===== src/rtl/mem_ddr_loader.sv =====
// DDR-to-SRAM load feeder: splits a load command into line-sized DDR reads under a credit
// limit, buffers returned lines in order and streams them to the memory-farm demux.
module mem_ddr_loader #(
    parameter int unsigned LINE_BYTES  = 32,
    parameter int unsigned DDR_ADDR_W  = 32,
    parameter int unsigned SRAM_ADDR_W = 19,
    parameter int unsigned LEN_W       = 19,
    parameter int unsigned FIFO_DEPTH  = 4
) (
    input  logic                          clk,
    input  logic                          rst,
    input  logic                          cmd_valid,
    output logic                          cmd_ready,
    input  logic [DDR_ADDR_W-1:0]         cmd_ddr_addr,
    input  logic [SRAM_ADDR_W-1:0]        cmd_sram_addr,
    input  logic [LEN_W-1:0]              cmd_num_bytes,
    output logic                          ddr_req,
    output logic [DDR_ADDR_W-1:0]         ddr_addr,
    input  logic                          ddr_gnt,
    input  logic                          ddr_valid,
    input  logic [8*LINE_BYTES-1:0]       ddr_data,
    output logic                          out_valid,
    output logic [8*LINE_BYTES-1:0]       out_data,
    output logic [SRAM_ADDR_W-1:0]        out_base_addr,
    output logic                          out_last,
    output logic [$clog2(LINE_BYTES)-1:0] out_num_of_last_valid,
    input  logic                          demux_busy,
    output logic                          busy,
    output logic                          done,
    output logic                          err_unexp
);

    localparam int unsigned OFF_W  = $clog2(LINE_BYTES);
    localparam int unsigned DATA_W = 8 * LINE_BYTES;
    localparam int unsigned LINE_W = LEN_W - OFF_W + 1;
    localparam int unsigned PTR_W  = $clog2(FIFO_DEPTH);
    localparam int unsigned CNT_W  = PTR_W + 1;

    typedef enum logic [1:0] {StIdle, StFetch, StDrain, StDone} state_e;

    state_e state_q, state_d;

    logic [LINE_W-1:0]      lines_q, lines_d, issue_cnt_q, issue_cnt_d, pop_cnt_q, pop_cnt_d;
    logic [OFF_W-1:0]       rem_q, rem_d;
    logic [DDR_ADDR_W-1:0]  base_q, base_d;
    logic [SRAM_ADDR_W-1:0] sram_q, sram_d;
    logic [CNT_W-1:0]       outst_q, outst_d, count_q, count_d;
    logic [PTR_W-1:0]       wr_ptr_q, wr_ptr_d, rd_ptr_q, rd_ptr_d;
    logic [DATA_W-1:0]      mem_q [FIFO_DEPTH];
    logic [DATA_W-1:0]      mem_d [FIFO_DEPTH];
    logic                   err_q, err_d;

    logic [LEN_W:0]         bytes_rnd;
    logic [LINE_W-1:0]      lines_calc;
    logic                   accept, grant, push, stray, pop, credit_ok;

    assign bytes_rnd  = {1'b0, cmd_num_bytes} + (LEN_W + 1)'(LINE_BYTES - 1);
    assign lines_calc = LINE_W'(bytes_rnd >> OFF_W);

    assign accept = cmd_valid && cmd_ready;
    assign grant  = ddr_req && ddr_gnt;
    assign push   = ddr_valid && (outst_q != '0);
    assign stray  = ddr_valid && (outst_q == '0);
    assign pop    = out_valid && !demux_busy;

    // Lines in flight plus lines buffered never exceed the FIFO, so returns always fit.
    assign credit_ok = ({1'b0, outst_q} + {1'b0, count_q}) < (CNT_W + 1)'(FIFO_DEPTH);

    always_ff @(posedge clk or posedge rst) begin
        if (rst) begin
            state_q <= StIdle;
        end else begin
            state_q <= state_d;
        end
    end

    always_comb begin
        state_d = state_q;
        unique case (state_q)
            StIdle:  if (accept) state_d = (lines_calc == '0) ? StDone : StFetch;
            StFetch: if (grant && (issue_cnt_q + LINE_W'(1) == lines_q)) state_d = StDrain;
            StDrain: if (pop_cnt_q == lines_q) state_d = StDone;
            StDone:  state_d = StIdle;
            default: state_d = StIdle;
        endcase
    end

    always_comb begin
        cmd_ready = (state_q == StIdle) && !rst;
        busy      = (state_q != StIdle);
        done      = (state_q == StDone);
        ddr_req   = (state_q == StFetch) && (issue_cnt_q < lines_q) && credit_ok;
    end

    always_comb begin
        lines_d     = lines_q;
        rem_d       = rem_q;
        base_d      = base_q;
        sram_d      = sram_q;
        issue_cnt_d = issue_cnt_q;
        pop_cnt_d   = pop_cnt_q;
        outst_d     = outst_q;
        count_d     = count_q;
        wr_ptr_d    = wr_ptr_q;
        rd_ptr_d    = rd_ptr_q;
        mem_d       = mem_q;
        err_d       = err_q;

        if (accept) begin
            lines_d     = lines_calc;
            rem_d       = cmd_num_bytes[OFF_W-1:0];
            base_d      = cmd_ddr_addr & ~DDR_ADDR_W'(LINE_BYTES - 1);
            sram_d      = cmd_sram_addr;
            issue_cnt_d = '0;
            pop_cnt_d   = '0;
            err_d       = 1'b0;
        end
        if (grant) issue_cnt_d = issue_cnt_q + LINE_W'(1);
        if (pop) begin
            pop_cnt_d = pop_cnt_q + LINE_W'(1);
            rd_ptr_d  = rd_ptr_q + PTR_W'(1);
        end
        if (push) begin
            mem_d[wr_ptr_q] = ddr_data;
            wr_ptr_d        = wr_ptr_q + PTR_W'(1);
        end
        if (stray) err_d = 1'b1;

        case ({grant, push})
            2'b10:   outst_d = outst_q + CNT_W'(1);
            2'b01:   outst_d = outst_q - CNT_W'(1);
            default: outst_d = outst_q;
        endcase
        case ({push, pop})
            2'b10:   count_d = count_q + CNT_W'(1);
            2'b01:   count_d = count_q - CNT_W'(1);
            default: count_d = count_q;
        endcase
    end

    always_ff @(posedge clk or posedge rst) begin
        if (rst) begin
            lines_q     <= '0;
            rem_q       <= '0;
            base_q      <= '0;
            sram_q      <= '0;
            issue_cnt_q <= '0;
            pop_cnt_q   <= '0;
            outst_q     <= '0;
            count_q     <= '0;
            wr_ptr_q    <= '0;
            rd_ptr_q    <= '0;
            mem_q       <= '{default: '0};
            err_q       <= 1'b0;
        end else begin
            lines_q     <= lines_d;
            rem_q       <= rem_d;
            base_q      <= base_d;
            sram_q      <= sram_d;
            issue_cnt_q <= issue_cnt_d;
            pop_cnt_q   <= pop_cnt_d;
            outst_q     <= outst_d;
            count_q     <= count_d;
            wr_ptr_q    <= wr_ptr_d;
            rd_ptr_q    <= rd_ptr_d;
            mem_q       <= mem_d;
            err_q       <= err_d;
        end
    end

    assign ddr_addr              = base_q + DDR_ADDR_W'({issue_cnt_q, {OFF_W{1'b0}}});
    assign out_valid             = (count_q != '0);
    assign out_data              = mem_q[rd_ptr_q];
    assign out_last              = out_valid && (pop_cnt_q == lines_q - LINE_W'(1));
    assign out_num_of_last_valid = rem_q;
    assign out_base_addr         = sram_q;
    assign err_unexp             = err_q;

endmodule


===== config.mk =====
export PLATFORM = sky130hd
export DESIGN_NAME = mem_ddr_loader
export DESIGN_NICKNAME = d
export VERILOG_FILES = /design/src/rtl/mem_ddr_loader.sv
export SDC_FILE = /design/constraint.sdc
export NUM_CORES = 2
export LEC_CHECK = 0
export ABC_AREA = 1
export BUFFER_PORTS_ARGS = -buffer_cell sky130_fd_sc_hd__buf_2
export CORE_MARGIN = 3
export CORE_UTILIZATION = 40
export DETAILED_ROUTE_END_ITERATION = 16
export GPL_ROUTABILITY_DRIVEN = 0
export SKIP_CTS_REPAIR_TIMING = 1
export SYNTH_ARGS = -nofsm -noshare
export SYNTH_HDL_FRONTEND = slang
export SYNTH_SLANG_ARGS = --single-unit
export TNS_END_PERCENT = 10

===== constraint.sdc =====
create_clock -name clk -period 38.6 [get_ports clk]
set_input_delay 3.86 -clock clk [delete_from_list [all_inputs] [get_ports clk]]
set_output_delay 3.86 -clock clk [all_outputs]
set_load 0.01 [all_outputs]

==> results.py <==
metrics = {
    "outcome": {
        "status": "completed",
    },
    "timing": {
        "tightest_slew_ns": 1.11,
        "skew_ns": 0.0423,
        "fin_hold_ws_ns": 0.475,
        "fin_setup_tns_ns": 0,
        "finalHoldViolations": 0,
        "fin_ws_ns": 29.46,
        "relSlewSlack": 0.262,
        "setup_viol": 0,
        "finalCritPeriodShare": 0.237,
        "fmax_ghz": 0.109,
        "rsz0062_at_grt": "false",
        "period_needed_ns": 9.14,
        "slew_violations": 0,
    },
    "route": {
        "wl_per_cell_microns": 20.3,
        "via_per_inst": 5.31,
        "antenna_left": 0,
        "drt-total-wl_mm": 143,
        "post-route-drc-count": 0,
        "dr.pass1.iters": 5,
        "drt_iter0_drc": 2059,
        "vias": 37500,
    },
    "grt": {
        "grt_overflow_total": 0,
        "grt_pass1_wl_mm": 224,
        "grt_pass1_vias": 37800,
        "grtUsageMet3": 0.0662,
        "grtUsageMet2": 0.334,
        "use_met1": 0.271,
        "grt_max_degree": 193,
        "busiest_layer": "met2",
        "antenna_found_initial": 56,
        "grtUsageTotal": 0.208,
    },
    "logic_synthesis": {
        "yosys.area.top_type_share": 0.542,
        "synth_edf_count": 0,
        "synthTopCellsByArea": "dfrtp_1 54%, mux2_2 22%, o21ai_0 5.4%",
        "ys_ff_latch": 1133,
        "synth_flop_cell": "dfrtp_1",
        "synth.avg_cell_area_sq_um": 11.2,
        "ys_seq_area_frac": 0.542,
        "synth-warning-count": 0,
        "async_flop_share": 1.00,
        "ys_types": 47,
        "synth_most_common_cell": "dfrtp_1",
        "syn-instance-count": 4668,
        "synthTopCellsByCount": "1133 x dfrtp_1, 1024 x mux2_2, 598 x nor2_1, 562 x o21ai_0, 342 x nand2_1",
        "syn-cell-area_sq_um": 52300,
        "synth_top_cell_by_area": "dfrtp_1",
    },
    "cells_and_area": {
        "post-route-util": 0.473,
        "drive_gt1_frac": 0.372,
        "fin_nets": 5568,
        "seq_area_sq_um": 28400,
        "syn_to_final_growth_pct": 17.2,
        "num-fill-cells": 12000,
        "multi_input_area_sq_um": 22000,
    },
    "floorplan": {
        "boundaryPins": 651,
        "initial_utilization": 0.403,
        "fp.dieW_microns": 368,
        "die_y_microns": 368,
        "dieArea_sq_um": 135000,
        "row_count": 132,
        "core-area_sq_um": 130000,
    },
    "clock_network": {
        "numCtsBuffers": 131,
        "root_buffer": "clkbuf_16",
        "cts_tree": "yes",
        "max-clock-path-buffers": 3,
        "insertion_delay_ns": 0.75,
        "clk_pin_slew_ns": 0.06,
        "clock_sinks": 1133,
        "cts_max_level": 4,
    },
    "power": {
        "pwr-share-seq": 0.356,
        "pwr_density_cell_nw_per_um2": 97.1,
        "netSwitchingPower_w": 0.00225,
        "total_power_w": 0.00595,
        "switching_share": 0.377,
        "ir_drop_mv": 0.0543,
        "p_leak_nw": 27.0,
        "combPwrFrac": 0.425,
        "pwr-share-clk": 0.220,
        "internal_power_w": 0.00371,
    },
    "min_path": {
        "hp-class": "register to register",
        "hold_depth": 2,
    },
    "setup_path": {
        "required_ns": 34.74,
        "reg2regPathDepth": 7,
        "arrival_ns": 5.28,
        "critical_path_class": "register to output port",
        "critPathLaunchType": "register",
        "worst_setup_path_end_kind": "output port",
        "crit_fanout": 139,
    },
    "flow_run": {
        "max_cap_violations": 0,
    },
    "placed_design": {
        "dp_hpwl_mm": 88.8,
        "pre_cts_slack_ns": 30.30,
        "numPortBuffers": 640,
    },
}
==> area by class of cell <==
cell class | count | share of cell area
multi-input cells | 3109 | 0.359
flip-flops and latches | 1133 | 0.463
clock inverters | 47 | 0.0124
diodes | 36 | 0.00147
well taps | 1742 | 0.0355
clock buffers | 185 | 0.0624
inverters | 125 | 0.00802
repair buffers | 687 | 0.0590
==> flip-flops by register name (all words and copies together) (netlist names), 2 cells and up <==
signal	count
mem_q	1024
base_q	27
out_base_addr	19
issue_cnt_q	15
lines_q	15
pop_cnt_q	15
out_num_of_last_valid	5
count_q	3
outst_q	3
rd_ptr_q	2
state_q	2
wr_ptr_q	2
==> power groups by stage <==
stage / Clock (W) / Sequential, W / Combinational [W]
final: 0.00131 / 0.00212 / 0.00253
after floorplan: 0 / 0.00205 / 0.00176
after global placement: 0 / 0.00211 / 0.00251
after CTS: 0.00134 / 0.00212 / 0.00255
after detailed placement: 0 / 0.00214 / 0.00254
after global routing: 0.00139 / 0.00220 / 0.00278
==> layout by cell type (no fill, tap or decap), types with 6 or more instances in the layout <==
| cell | Yosys | final |
|---|---|---|
| nand2_1 | 342 | 341 |
| nand2_2 | 7 | 7 |
| clkbuf_8 | 0 | 26 |
| o21ai_0 | 562 | 562 |
| nand4_1 | 23 | 23 |
| inv_1 | 119 | 117 |
| clkbuf_1 | 180 | 24 |
| nor2_1 | 598 | 594 |
| nor2_4 | 2 | 6 |
| buf_2 | 19 | 640 |
| xnor2_1 | 21 | 21 |
| nand3b_1 | 6 | 6 |
| diode_2 | 0 | 36 |
| nor2_2 | 10 | 10 |
| ha_1 | 46 | 46 |
| a21oi_1 | 42 | 42 |
| bufinv_16 | 0 | 14 |
| clkinv_2 | 0 | 16 |
| o22ai_1 | 269 | 269 |
| nor3_1 | 13 | 13 |
| xor2_1 | 42 | 42 |
| mux2_2 | 1024 | 1024 |
| clkbuf_16 | 0 | 135 |
| dfrtp_1 | 1133 | 1131 |
| nand3_1 | 53 | 53 |
| buf_4 | 102 | 42 |
==> path summary, 6_finish.rpt <==
path,slack [ns],to,start
max in group asynchronous,31.51,mem_q[857],rst
min in group asynchronous,3.25,out_base_addr[10],rst
worst max register to register,34.60,mem_q[325],outst_q[0]
worst min register to register,0.47,out_base_addr[3],out_base_addr[3]
worst min-delay path,0.47,out_base_addr[3],out_base_addr[3]
worst max-delay path,29.46,out_data[201],rd_ptr_q[0]
==> kinds of logic (layout without fill, tap and decap cells) <==
group,after synthesis,after routing,share of synthesized area
muxes,1027,1027,0.221
and+or+nand+nor,1069,1069,0.0821
adders and majority gates,49,49,0.0122
xor gates and xnor gates,63,63,0.0105
AOI/OAI and AO/OA,896,896,0.0934
buffers and inverters,430,1044,0.0386
DFF,1133,1133,0.542
other,1,41,0.0000717
==> critical path, cell delays in order (launching register included) <==
cell and delay [ns]:
dfrtp_4 0.74, inv_8 0.71, buf_4 0.68, buf_4 0.66
buf_4 0.85, o21ai_0 0.19, o22ai_1 0.28, buf_2 0.20
==> routing by layer <==
layer | vias to the layer above | routed length [microns]
met2 | 869 | 66600
met4 | 42 | 3360
met3 | 248 | 10800
li1 | 17400 | -
met5 | - | 271
met1 | 19000 | 62300
==> through the flow <==
step,std cells,instance area (sq um)
final,7064,61300
after global routing,7046,61300
after CTS,7028,61200
after detailed placement,6796,56600
after global placement,6796,56600
after floorplan,4672,52300
Note: power is estimated with default switching activity, not from simulation.
